File: src/rtl/lcd_arb_pkg.sv
// Shared types and constants for the LCD display arbiter: FSM states,
// requester indices and the power-on banner text.
package lcd_arb_pkg;

  typedef enum logic [1:0] {
    ST_IDLE  = 2'd0,
    ST_WRITE = 2'd1,
    ST_HOLD  = 2'd2
  } state_t;

  localparam logic [1:0] REQ_METRICS = 2'd0;
  localparam logic [1:0] REQ_RX      = 2'd1;
  localparam logic [1:0] REQ_ALARM   = 2'd2;
  localparam logic [1:0] OWNER_NONE  = 2'd3;

  localparam int ROW_W = 128;
  localparam int N_REQ = 3;

  localparam logic [ROW_W-1:0] BANNER_ROW1 = "  Cold Storage  ";
  localparam logic [ROW_W-1:0] BANNER_ROW2 = "     Welcome    ";

  typedef struct packed {
    logic       valid;
    logic [1:0] idx;
  } pick_t;

  // Width of a counter that must hold 0..max_val, never narrower than 1 bit.
  function automatic int cnt_width(input int unsigned max_val);
    return (max_val < 2) ? 1 : $clog2(max_val + 1);
  endfunction

endpackage

File: src/rtl/lcd_hold_timer.sv
// Loadable down-counter that saturates at zero; tracks how long the current
// screen owner is still protected from lower-priority replacement.
module lcd_hold_timer #(
  parameter int W = 1
) (
  input  logic         clk,
  input  logic         rst_n,
  input  logic         i_load,
  input  logic [W-1:0] i_load_val,
  input  logic         i_en,
  output logic         o_zero
);

  logic [W-1:0] r_cnt;

  // NOTE: sequential state uses non-blocking assignments so every flop samples pre-edge values.
  always_ff @(posedge clk or negedge rst_n) begin
    if (!rst_n) begin
      r_cnt <= '0;
    end else if (i_load) begin
      r_cnt <= i_load_val;
    end else if (i_en && (r_cnt != '0)) begin
      r_cnt <= r_cnt - W'(1);
    end
  end

  assign o_zero = (r_cnt == '0);

endmodule

File: src/rtl/lcd_display_arbiter.sv
// Shares one 16x2 LCD driver between alarm, RX-echo and metrics producers,
// with per-class minimum on-screen hold and a write watchdog.
module lcd_display_arbiter
  import lcd_arb_pkg::*;
#(
  parameter int unsigned HOLD_ALARM   = 3_000_000,
  parameter int unsigned HOLD_RX      = 2_000_000,
  parameter int unsigned HOLD_METRICS = 0,
  parameter int unsigned WR_TIMEOUT   = 100_000
) (
  input  logic                   clk,
  input  logic                   rst_n,
  input  logic [N_REQ-1:0]       i_req,
  input  logic [N_REQ*ROW_W-1:0] i_row1,
  input  logic [N_REQ*ROW_W-1:0] i_row2,
  output logic [N_REQ-1:0]       o_ack,
  output logic                   o_lcd_en,
  input  logic                   i_lcd_done,
  output logic [ROW_W-1:0]       o_lcd_row1,
  output logic [ROW_W-1:0]       o_lcd_row2,
  output logic [1:0]             o_owner,
  output logic                   o_busy,
  output logic                   o_timeout_err
);

  localparam int unsigned HOLD_MAX_AR = (HOLD_ALARM > HOLD_RX) ? HOLD_ALARM : HOLD_RX;
  localparam int unsigned HOLD_MAX    = (HOLD_MAX_AR > HOLD_METRICS) ? HOLD_MAX_AR : HOLD_METRICS;
  localparam int HW = cnt_width(HOLD_MAX);
  localparam int WW = cnt_width(WR_TIMEOUT);

  state_t           r_state;
  state_t           w_state_nxt;
  logic [N_REQ-1:0] r_ack;
  logic             r_lcd_en;
  logic             r_busy;
  logic             r_timeout_err;
  logic             r_armed;
  logic [1:0]       r_owner;
  logic [ROW_W-1:0] r_row1;
  logic [ROW_W-1:0] r_row2;
  logic [WW-1:0]    r_wd_cnt;

  pick_t            w_pick;
  logic             w_accept;
  logic             w_done;
  logic             w_timeout;
  logic             w_hold_zero;
  logic [HW-1:0]    w_hold_load;

  // Highest eligible index wins; a lower class than the owner needs an expired hold.
  function automatic pick_t pick_winner(input state_t st, input logic [N_REQ-1:0] req,
                                        input logic [1:0] owner, input logic hold_zero);
    pick_t p;
    p = '0;
    for (int i = 0; i < N_REQ; i++) begin
      if (req[i] && ((st == ST_IDLE) || (i >= int'(owner)) || hold_zero)) begin
        p.valid = 1'b1;
        p.idx   = 2'(i);
      end
    end
    return p;
  endfunction

  always_comb begin
    // NOTE: every signal driven here gets a default first so no latch is inferred.
    w_state_nxt = r_state;
    w_accept    = 1'b0;
    w_done      = 1'b0;
    w_timeout   = 1'b0;
    w_pick      = pick_winner(r_state, i_req, r_owner, w_hold_zero);
    case (r_state)
      ST_IDLE, ST_HOLD: begin
        if (w_pick.valid) begin
          w_accept    = 1'b1;
          w_state_nxt = ST_WRITE;
        end
      end
      ST_WRITE: begin
        if (r_armed && i_lcd_done) begin
          w_done      = 1'b1;
          w_state_nxt = ST_HOLD;
        end else if (r_wd_cnt == WW'(WR_TIMEOUT - 1)) begin
          w_timeout   = 1'b1;
          w_state_nxt = ST_HOLD;
        end
      end
      default: w_state_nxt = ST_IDLE;
    endcase
  end

  always_comb begin
    w_hold_load = '0;
    case (r_owner)
      REQ_ALARM:   w_hold_load = HW'(HOLD_ALARM);
      REQ_RX:      w_hold_load = HW'(HOLD_RX);
      REQ_METRICS: w_hold_load = HW'(HOLD_METRICS);
      default:     w_hold_load = '0;
    endcase
  end

  always_ff @(posedge clk or negedge rst_n) begin
    if (!rst_n) r_state <= ST_IDLE;
    else        r_state <= w_state_nxt;
  end

  // A watchdog expiry reloads zero so any waiting requester can take over at once.
  lcd_hold_timer #(.W(HW)) u_hold_timer (
    .clk        (clk),
    .rst_n      (rst_n),
    .i_load     (w_done | w_timeout),
    .i_load_val (w_done ? w_hold_load : '0),
    .i_en       (r_state == ST_HOLD),
    .o_zero     (w_hold_zero)
  );

  always_ff @(posedge clk or negedge rst_n) begin
    if (!rst_n) begin
      r_ack         <= '0;
      r_lcd_en      <= 1'b0;
      r_busy        <= 1'b0;
      r_timeout_err <= 1'b0;
      r_armed       <= 1'b0;
      r_owner       <= OWNER_NONE;
      r_row1        <= BANNER_ROW1;
      r_row2        <= BANNER_ROW2;
      r_wd_cnt      <= '0;
    end else begin
      r_ack         <= '0;
      r_timeout_err <= w_timeout;
      if (w_accept) begin
        r_ack[w_pick.idx] <= 1'b1;
        r_owner           <= w_pick.idx;
        r_row1            <= i_row1[w_pick.idx*ROW_W +: ROW_W];
        r_row2            <= i_row2[w_pick.idx*ROW_W +: ROW_W];
        r_lcd_en          <= 1'b1;
        r_busy            <= 1'b1;
        r_armed           <= 1'b0;
        r_wd_cnt          <= '0;
      end
      if (r_state == ST_WRITE) begin
        // A done level left over from the previous frame must drop before it counts.
        if (!i_lcd_done) r_armed <= 1'b1;
        if (!w_timeout)  r_wd_cnt <= r_wd_cnt + WW'(1);
      end
      if (w_done || w_timeout) begin
        r_lcd_en <= 1'b0;
        r_busy   <= 1'b0;
      end
    end
  end

  assign o_ack         = r_ack;
  assign o_lcd_en      = r_lcd_en;
  assign o_busy        = r_busy;
  assign o_timeout_err = r_timeout_err;
  assign o_owner       = r_owner;
  assign o_lcd_row1    = r_row1;
  assign o_lcd_row2    = r_row2;

endmodule

File: config.mk
export PLATFORM = sky130hd
export DESIGN_NAME = lcd_display_arbiter
export DESIGN_NICKNAME = d
export VERILOG_FILES = /design/src/rtl/lcd_arb_pkg.sv /design/src/rtl/lcd_hold_timer.sv /design/src/rtl/lcd_display_arbiter.sv
export SDC_FILE = /design/constraint.sdc
export NUM_CORES = 1
export LEC_CHECK = 0
export CAP_MARGIN = 20
export CORE_AREA = 2 2 409 411
export CTS_CLUSTER_SIZE = 40
export DETAILED_ROUTE_END_ITERATION = 6
export DIE_AREA = 0 0 411 413
export PLACE_DENSITY = 0.32
export SLEW_MARGIN = 40
export SYNTH_ARGS = -nofsm -noshare
export SYNTH_HDL_FRONTEND = slang
export SYNTH_SLANG_ARGS = --single-unit
File: constraint.sdc
create_clock -name clk -period 8.6 [get_ports clk]
set_input_delay 1.72 -clock clk [delete_from_list [all_inputs] [get_ports clk]]
set_output_delay 1.72 -clock clk [all_outputs]
set_load 0.005 [all_outputs]
==> impl.org <==
** STA
- The count of pins over their slew limit was 0.
- Setup repair after global routing left no endpoint under its margin.
- Skew final :: 0.0211 ns
- Fin. Hold Viols :: 0
- Transition time at the pin with the least slew margin :: 0.971 ns
- Slew margin rel. :: 35.3%
- Setup violations remaining at the end of the flow were counted as 0.
- After routing, the total negative slack on setup checks comes to 0 ns.
- Max frequency :: 216 MHz
- The routed design could run at a clock period as short as 4.63 ns.
- Post-route setup slack :: 3.97 ns
- Post-route fraction of the period consumed by the critical path :: 53.9%

** Setup path
- Worst r2r path cells :: 9
- The worst setup path is of the in -> reg kind.
- Cell family contributing the most delay on the critical path :: buffers and inverters
- Cell with the largest stage delay on the worst path :: sky130_fd_sc_hd__a21o_4
- The number of buffers and inverters on the critical path is 3.
- Crit path max fanout :: 80
- Critical path required time :: 9.10 ns
- In this run the number of cells on the critical path is 8.
- STA classifies the critical path endpoint as a flip-flop.
- Traced cell by cell, the critical path runs through clkdlybuf4s50_1 -> and4_1 -> a21o_4 -> a211oi_2 -> nor2_4 -> buf_12 -> buf_16 -> mux2_2.
- Largest stage delay on the critical path :: 0.61 ns
- Data arrival time of the worst path :: 5.13 ns
- The worst setup path is launched from a primary input.

** Logic synthesis
- Sequential-to-total area share from yosys stat :: 44.8%
- In this run the cell area of the synthesized design comes to 17300 um2.
- A synthesized cell averages 8.80 um2.
- Cells taking the most area after synthesis :: sky130_fd_sc_hd__dfrtp_1, sky130_fd_sc_hd__a21oi_1, sky130_fd_sc_hd__dfstp_2, sky130_fd_sc_hd__mux2_1, sky130_fd_sc_hd__mux2_2
- In this run, synthesis produced a sequential element count of 305.
- Synthesis handed over a netlist of 1965 instances.
- sky130_fd_sc_hd__dfrtp_1 takes more of the synthesized area than any other cell.
- The netlist uses 54 different library cells.
- Counting flops with a built-in enable in the synthesized netlist gives 0.
- Summed over its instances, the top area cell type makes up 30.5% of the synthesized netlist area.
- The number of nets in the synthesized netlist is 2745.
- Yosys warns :: 0
- Counting flops with an async set or reset pin after synthesis yields a share of 100%.
- In the synthesized netlist the dominant register cell turns out to be sky130_fd_sc_hd__dfrtp_1.

** Route
- For this run, the detailed router's first-pass iteration total came to 5.
- The routed layout has 18920 vias.
- The detail route stage leaves a number of antenna-violating nets equal to 0.
- Wire length per cell after detailed routing :: 24.3 um
- Routed via count divided by cell count :: 3.65
- DRC violations left :: 0
- In this run, the number of DRC markers left after iteration 0 of detailed routing was 886.
- For this block, the routed nets add up to 126000 um of wire.

** Global routing
- The number of antenna violations at the first check in global routing is 54.
- Final global-route overflow total :: 0
- The via count of the first global-routing pass was 19147.
- Global-route wire length before repair :: 166000 um
- Maximum number of pins on one net before global-route repair :: 135
- In the global route stage, overall resource usage came out at 14.0%.

** Pwr
- Across the VDD grid, the largest voltage drop is 0.338 mV.
- For this design the ratio of total power to cell area is 323 nW/um2.
- The analysis attributes to cell leakage a power of 11.8 nW.

** Place
- Once placement completed, the tool counted placed cells totaling 5079.
- The congestion estimate from routability-driven global placement came to 0.833.
- Post-place setup slack :: 3.36 ns
- Detailed placement finished with a half-perimeter wire length of 97800 um.
- During placement, the flow inserted port buffers numbering 1037.

** Floorplan
- Standard-cell rows :: 150
- Die outline height :: 413 um
- In this run the horizontal extent of the chip is 411 um.
- Area of the core region :: 166000 um2
- Once the floorplan was initialized, standard cells occupied 10.4% of the core.
- I/O Pins :: 1038
- Full die area :: 170000 um2

** Clock network
- Clock tree synthesis inserted a total of 47 buffers.
- Clk Latency, worst-skew pair :: 0.61 ns
- CTS hold repair buffers :: 0
- Post-CTS Setup Repair Bufs :: 0
- Number of gates given a new drive strength after cts :: 0
- Root buffer cell :: sky130_fd_sc_hd__clkbuf_16
- Counting every sink on the clock net gives 305.
- H-tree levels :: 2
- After clock tree synthesis, the clock-pin slew on the worst setup and hold paths is 0.06 ns.
- TritonCTS built the clock tree.
- Maximum root-to-sink buffer count :: 3

** Cells and area
- Excluding fillers, the count of instances in the completed layout stands at 5180.
- Post-layout util :: 19.1%
- Count of fill cells added during filler insertion :: 18604
- After the last flow step, the layout net total stands at 3709.
- Growth of design area from synthesis to finish :: 83.7%
- Cells with a size suffix above 1 make up 11.6% of the layout.

** Worst hold path
- Hold depth :: 1
- Type of the tightest min-delay check :: reg -> reg

** Outcome
- Status :: finished, final reports clean

** Run
- Across the run, the number of max-cap violations was 0.
## per-layer routing
layer	share of wire [%]	vias up	routed length, um	GRT usage, %
li1	-	8752	-	-
met1	40	9240	50300	16.4
met2	50	674	62700	24.2
met3	7.3	188	9200	4.53
met4	2.7	66	3360	4.05
met5	0.33	-	410	0
## worst register-to-register path, cell delays in order (launching register included)
cell and delay [ns]:
sky130_fd_sc_hd__dfrtp_1 0.41, sky130_fd_sc_hd__or4_4 0.58, sky130_fd_sc_hd__nor4_4 0.46, sky130_fd_sc_hd__buf_4 0.26, sky130_fd_sc_hd__a21o_4 0.60, sky130_fd_sc_hd__a211oi_2 0.22, sky130_fd_sc_hd__nor2_4 0.51, sky130_fd_sc_hd__buf_12 0.32
sky130_fd_sc_hd__buf_16 0.36, sky130_fd_sc_hd__mux2_2 0.64
## state kept, by name, indices dropped and copies added, names as in the netlist
signal / cells
o_timeout_err: 1
o_lcd_row2: 128
r_state: 2
o_ack: 3
o_owner: 2
r_armed: 1
o_busy: 1
r_wd_cnt: 17
o_lcd_row1: 128
u_hold_timer.r_cnt: 22
## logic make-up (layout without fill, tap and decap cells)
family / after synthesis / count (layout) / share of synthesized area (%)
AOI/OAI and AO/OA: 591 / 591 / 17.7
muxes: 258 / 258 / 16.8
xor gates and xnor gates: 15 / 15 / 0.760
DFF: 305 / 305 / 44.8
and+or+nand+nor: 630 / 630 / 14.8
buffers and inverters: 160 / 1163 / 4.69
adders and majority gates: 6 / 6 / 0.434
other: 0 / 8 / 0
## layout by cell type, fill, tap and decap left out, drive strengths merged, types with 10 or more instances in the layout
master and instances:
a21oi 533, buf 28, clkbuf 73, clkdlybuf4s50 1036, dfrtp 211, dfstp 94, inv 14, mux2 256
nand2 274, nor2 289, nor4 12, o21ai 25, xnor2 10
## power by group
group | leakage [nW] | switching (mW) | internal [mW] | total, mW
Clock | 0.786 | 0.833 | 1.24 | 2.07
Combinational | 7.47 | 2.81 | 2.61 | 5.42
Sequential | 3.50 | 0.460 | 2.30 | 2.77
Total | 11.8 | 4.10 | 6.15 | 10.3
## final timing paths
| check | from | slack [ns] | endpoint |
|---|---|---|---|
| max in group asynchronous | rst_n | 6.14 | o_lcd_row1[104] |
| max | i_req[1] | 3.97 | o_lcd_row2[60] |
| min | o_lcd_row1[56] | 0.48 | o_lcd_row1[56] |
| min reg2reg | o_lcd_row1[56] | 0.48 | o_lcd_row1[56] |
| max reg2reg | u_hold_timer.r_cnt[8] | 4.14 | o_lcd_row2[60] |
| min in group asynchronous | rst_n | 1.15 | o_lcd_row1[40] |
## synthesized netlist by cell type, drive strengths merged (2+ instances only)
cell / n
nor3: 6
a21o: 3
mux2: 256
nand3: 7
a31o: 5
nand2b: 4
o211ai: 3
xnor2: 10
a211oi: 3
o21a: 3
clkbuf: 79
or3: 8
o21ai: 25
nor2: 289
dfrtp: 211
nand4: 7
nand2: 274
buf: 70
and3: 5
or2: 4
ha: 6
a31oi: 3
mux2i: 2
dfstp: 94
inv: 11
nor4: 12
and2: 2
xor2: 5
nor2b: 3
or4: 6
a21oi: 533
o22a: 5
## cell type report
cell class | count | area [um2] | area share (%)
Antenna cell | 8 | 20.0 | 0.0630
Sequential cell | 305 | 7750 | 24.4
Inverter | 11 | 41.3 | 0.130
Clock inverter | 15 | 189 | 0.595
Timing Repair Buffer | 1064 | 10800 | 34.1
Tap cell | 2204 | 2760 | 8.68
Clock buffer | 73 | 1400 | 4.42
Multi-Input combinational cell | 1500 | 8780 | 27.7
## per-stage QoR
step           instance area [um2]  power [mW]  hold slack [ns]
2_1_floorplan                17300        5.08            0.469
3_3_place_gp                 30000        8.33            0.470
3_5_place_dp                 30000        8.34            0.474
4_1_cts                      31600        10.5            0.486
5_1_grt                      31800        10.9            0.500
6_report                     31800        10.3            0.480
Power figures use the tool's default switching activity.
==> variant 1, RTL diff (same flow settings) <==
The output `o_timeout_err` loses its register stage (`r_timeout_err` becomes a continuous assignment).
--- a/src/rtl/lcd_display_arbiter.sv
+++ b/src/rtl/lcd_display_arbiter.sv
@@ -120,3 +120,2 @@
       r_busy        <= 1'b0;
-      r_timeout_err <= 1'b0;
       r_armed       <= 1'b0;
@@ -128,3 +127,2 @@
       r_ack         <= '0;
-      r_timeout_err <= w_timeout;
       if (w_accept) begin
@@ -151,2 +149,4 @@
 
+  assign r_timeout_err = w_timeout;
+
   assign o_ack         = r_ack;
Check against the original RTL: not settled (the Yosys comparison gave no result); the edit may change what the design does.
==> variant 1 against the unedited design <==
  * Synthesized cell count is essentially flat
  * Design area grew 0.17%
  * Register-to-register slack gained 160 ps
  * Clock skew grew 24 ps
  * Synthesized area shrank 0.14%
  * Maximum frequency shrank 3.2%
  * Wire length grew 4.1%
  * Power grew 1.1%
  * Setup slack lost 150 ps
  * Sequential cell count shrank 1
  * Hold slack is essentially flat
  * Critical endpoint is now o_timeout_err
  * Largest cell class unchanged
==> variant 1: results (changes against the unedited design) <==
Cells and area
  – Clk_buf instances: 77 (+5.5%)
  – Number of filler cells placed in the layout: 18600 (-0.16%)
  – Non-Clock Buffer Count: 1066 (+0.19%)
  – Number of sequential cells: 304 (-0.33%)
  – Fraction of area in multi-input gates: 0.276 (-0.000675)
  – Fraction of area in non-clock buffers: 0.340 (about the same)
  – Layout area overhead: 84.3%

Hold path
  – Source of the worst hold timing path: o_lcd_row1[31]
  – Hold endpoint: o_lcd_row1[31]

Global route
  – Global-route wire length before repair: 173000 um (+4.2%)
  – Largest net degree at the start of global routing: 125 (-7.4%)
  – All-Layer GR Usage: 0.146 (+0.00631)

Route
  – M1 wire length: 54400 um (+8.1%)
  – Met3 WL post-DR: 9320 um (+1.3%)

STA
  – Setup Skew: 45.1 ps (+24.0 ps)
  – Min Hold Slack: 480 ps (+0.455 ps)

Worst setup path
  – Crit path max fanout: 5 (-94%)
  – Worst-case reg-to-reg path depth: 8 (-1)

Power and ir drop
  – Worst vdd ir: 0.135 mV (-60%)

Synth
  – Register area share after synthesis: 0.447 (-0.000800)
  – Synthesized area per cell: 8.79 um2 (about the same)
  – Largest cells by area after synthesis: dfrtp_1, a21oi_1, dfstp_2
  – Commonest cells in the netlist: a21oi_1, nor2_1, nand2_1

Place
  – DP Cell Count: 5084 (+0.098%)
  – Post-DP HPWL: 104000 um (+6.7%)

Clocking
  – Clock latency on the worst-skew pair: 630 ps (+20 ps)

Run status
  – Status: finished, final reports clean
==> variant 1: changes by cell type after synthesis, sizes merged <==
cell   before  now
dfrtp     211  210
==> variant 1: cell families (layout without fill, tap and decap cells) <==
logic type               count (synthesis)  after routing  synth area share
multiplexers                           258            258             0.168
other                                    0              8                 0
buffers and inverters                  160           1167            0.0470
adder cells (fa/ha/maj)                  6              6           0.00435
AND/OR/NAND/NOR                        630            630             0.148
XOR/XNOR                                15             15           0.00761
AO/OA/AOI/OAI                          591            591             0.177
flip-flops                             304            304             0.447
==> variant 1: layer usage <==
metal  vias to the layer above  track usage
li1                       8760            -
met3                       176       0.0414
met5                         -            0
met1                      9476        0.178
met2                       716        0.254
met4                        40       0.0309
==> variant 1: power breakdown <==
group	leakage, nW	internal (mW)	total, mW	switching [mW]
combinational	7.47	2.60	5.51	2.91
sequential	3.49	2.30	2.75	0.449
clock	0.818	1.28	2.11	0.824
total	11.8	6.19	10.4	4.18
==> variant 2, RTL diff (config.mk and constraints unchanged) <==
Made on the original files. The parameter `HOLD_ALARM` goes from 3_000_000 to 1_500_000.
--- a/src/rtl/lcd_display_arbiter.sv
+++ b/src/rtl/lcd_display_arbiter.sv
@@ -5,3 +5,3 @@
 #(
-  parameter int unsigned HOLD_ALARM   = 3_000_000,
+  parameter int unsigned HOLD_ALARM   = 1_500_000,
   parameter int unsigned HOLD_RX      = 2_000_000,
Check against the original RTL: not settled (the Yosys comparison gave no result); the edit may change what the design does.
==> variant 2 against the unedited design <==
  * Synthesized area grew 1.0%
  * Wire length grew 2.5%
  * Design area shrank 0.11%
  * Clock power shrank 6%
  * Clock skew grew 3.7 ps
  * Sequential share of layout area is essentially flat
  * Power grew 3.6%
  * Cell count grew 0.14%
  * Synthesized cell count grew 3.1%
  * Non-clock buffer count grew 9
  * Largest cell class unchanged
  * Hold slack gained 15 ps
  * Setup slack gained 320 ps
  * Sequential cell count shrank 1
==> variant 2: results (changes against the unedited design) <==
Run status
  – Status: finished, final reports clean

Worst setup path
  – Critical path arrival: 4860 ps (-270 ps)
  – Reg2reg start: u_hold_timer.r_cnt[13]
  – Worst-case reg-to-reg path depth: 8 (-1)
  – Max stage delay cell, worst path: nor2_4
  – Worst setup path end: o_lcd_row2[27]
  – Crit path max fanout: 65 (-19%)
  – FF-to-FF setup slack: 4460 ps (+320 ps)
  – CP max stage delay: 640 ps (+30 ps)
  – Delay-heaviest family, CP: buffers and inverters

Global route
  – Global-route wire length before repair: 173000 um (+4.4%)
  – Largest net degree at the start of global routing: 162 (+20%)
  – All-Layer GR Usage: 0.144 (+0.00402)
  – Antenna violations before repair: 22 (-59%)
  – Vias in the first global route: 20400 (+6.6%)

Clocking
  – Clk slew on worst S/H paths: 50 ps
  – Clock latency on the worst-skew pair: 620 ps
  – Number of gates resized after cts: 0 (unchanged)
  – Setup repair bufs after CTS: 0 (unchanged)
  – Inserted Clock Buffers: 47 (unchanged)

Hold path
  – Min-Delay Path Class: register to register

STA
  – Rel. slew slack: 0.320 (-0.0325)
  – Setup Skew: 24.9 ps (+3.74 ps)
  – Final Cycle Share: 0.502 (-0.0367)

Cells and area
  – Ratio of cells with drive above 1 in the final layout: 0.0749 (-0.0407)
  – Final net count: 3718 (+0.24%)
  – Number of filler cells placed in the layout: 18600 (-0.20%)

Synth
  – Net Count, Synth: 2806 (+2.2%)
  – Largest cells by area after synthesis: dfrtp_1, dfstp_2, o22a_1
  – Register area share after synthesis: 0.442 (-0.00587)
  – Synth top area share: 0.301 (-0.00445)
  – FFs w/ async S/R, synth: 1.00 (unchanged)
  – Commonest cells in the netlist: nand2_1, nor2_1, o22a_1
  – Distinct cells, synth: 57 (+5.6%)

Power and ir drop
  – Leakage: 11.5 nW (-1.9%)
  – Worst vdd ir: 0.199 mV (-41%)

Place
  – GP Congestion: 0.844 (+1.3%)
  – Post-DP HPWL: 99300 um (+1.6%)
  – Dpl cell area: 30100 um2 (+0.40%)
  – IO buf count: 1037 (unchanged)
  – Place WS: 3620 ps (+264 ps)

Route
  – Routed wire per std cell: 24.9 um (+2.4%)
  – Avg Vias per Cell: 3.87 (+6.0%)
  – Iteration count of the initial detailed-routing pass: 5 (unchanged)
  – Initial DRC Count: 1093 (+23%)
variant 2: worst min path at each step:
stage	depth (start not counted)	slack, ps	from	endpoint
final	1	500	u_hold_timer.r_cnt[4]	u_hold_timer.r_cnt[4]
after global routing	1	520	o_lcd_row2[71]	o_lcd_row2[71]
after CTS	1	500	u_hold_timer.r_cnt[4]	u_hold_timer.r_cnt[4]
after detailed placement	1	480	u_hold_timer.r_cnt[4]	u_hold_timer.r_cnt[4]
after global placement	1	490	o_lcd_row2[11]	o_lcd_row2[11]
after floorplan	1	450	u_hold_timer.r_cnt[4]	u_hold_timer.r_cnt[4]
variant 2: power by group:
group,switching [mW],leakage [nW],total [mW],internal (mW)
Clock,0.816,0.752,1.95,1.13
Sequential,0.531,3.39,2.80,2.27
Combinational,3.26,7.39,5.88,2.61
variant 2: cells by family after synthesis:
| logic type | share of synthesized area |
|---|---|
| simple gates | 0.200 |
| flops | 0.442 |
| mux | 0.000573 |
| buf+inv | 0.0567 |
| fa+ha+maj | 0.00430 |
| xor+xnor | 0.00903 |
| compound gates | 0.287 |
variant 2: metal layers:
| metal | part of all wire | GRT usage | routed length (um) |
|---|---|---|---|
| met1 | 0.42 | 0.176 | 53900 |
| met2 | 0.50 | 0.252 | 64700 |
| met3 | 0.061 | 0.0356 | 7850 |
| met4 | 0.020 | 0.0349 | 2570 |
| met5 | 0.00062 | 0 | 80 |
variant 2: metrics by stage:
step	power, mW	std cells
global placement	8.89	5090
finish	10.6	5187
floorplan	5.45	2026
CTS	10.9	5178
detailed placement	8.88	5090
global route	11.3	5187
variant 2: worst register-to-register path: stages (launching register included):
cell and delay (ps):
dfrtp_1 460, or4_4 590, nor4_4 650, a311o_1 330
a21oi_1 140, nor2_4 640, buf_12 410, buf_4 630
o22a_1 250
variant 2: cell type report:
class | count | area [um2] | share of cell area
clock inverter | 17 | 121 | 0.00383
sequential | 304 | 7730 | 0.244
timing repair buffer | 1073 | 10900 | 0.343
inverter | 8 | 30.0 | 0.000946
multi-input combinational | 1504 | 8800 | 0.277
clock buffer | 71 | 1380 | 0.0434
tap | 2204 | 2760 | 0.0869
antenna | 6 | 15.0 | 0.000473
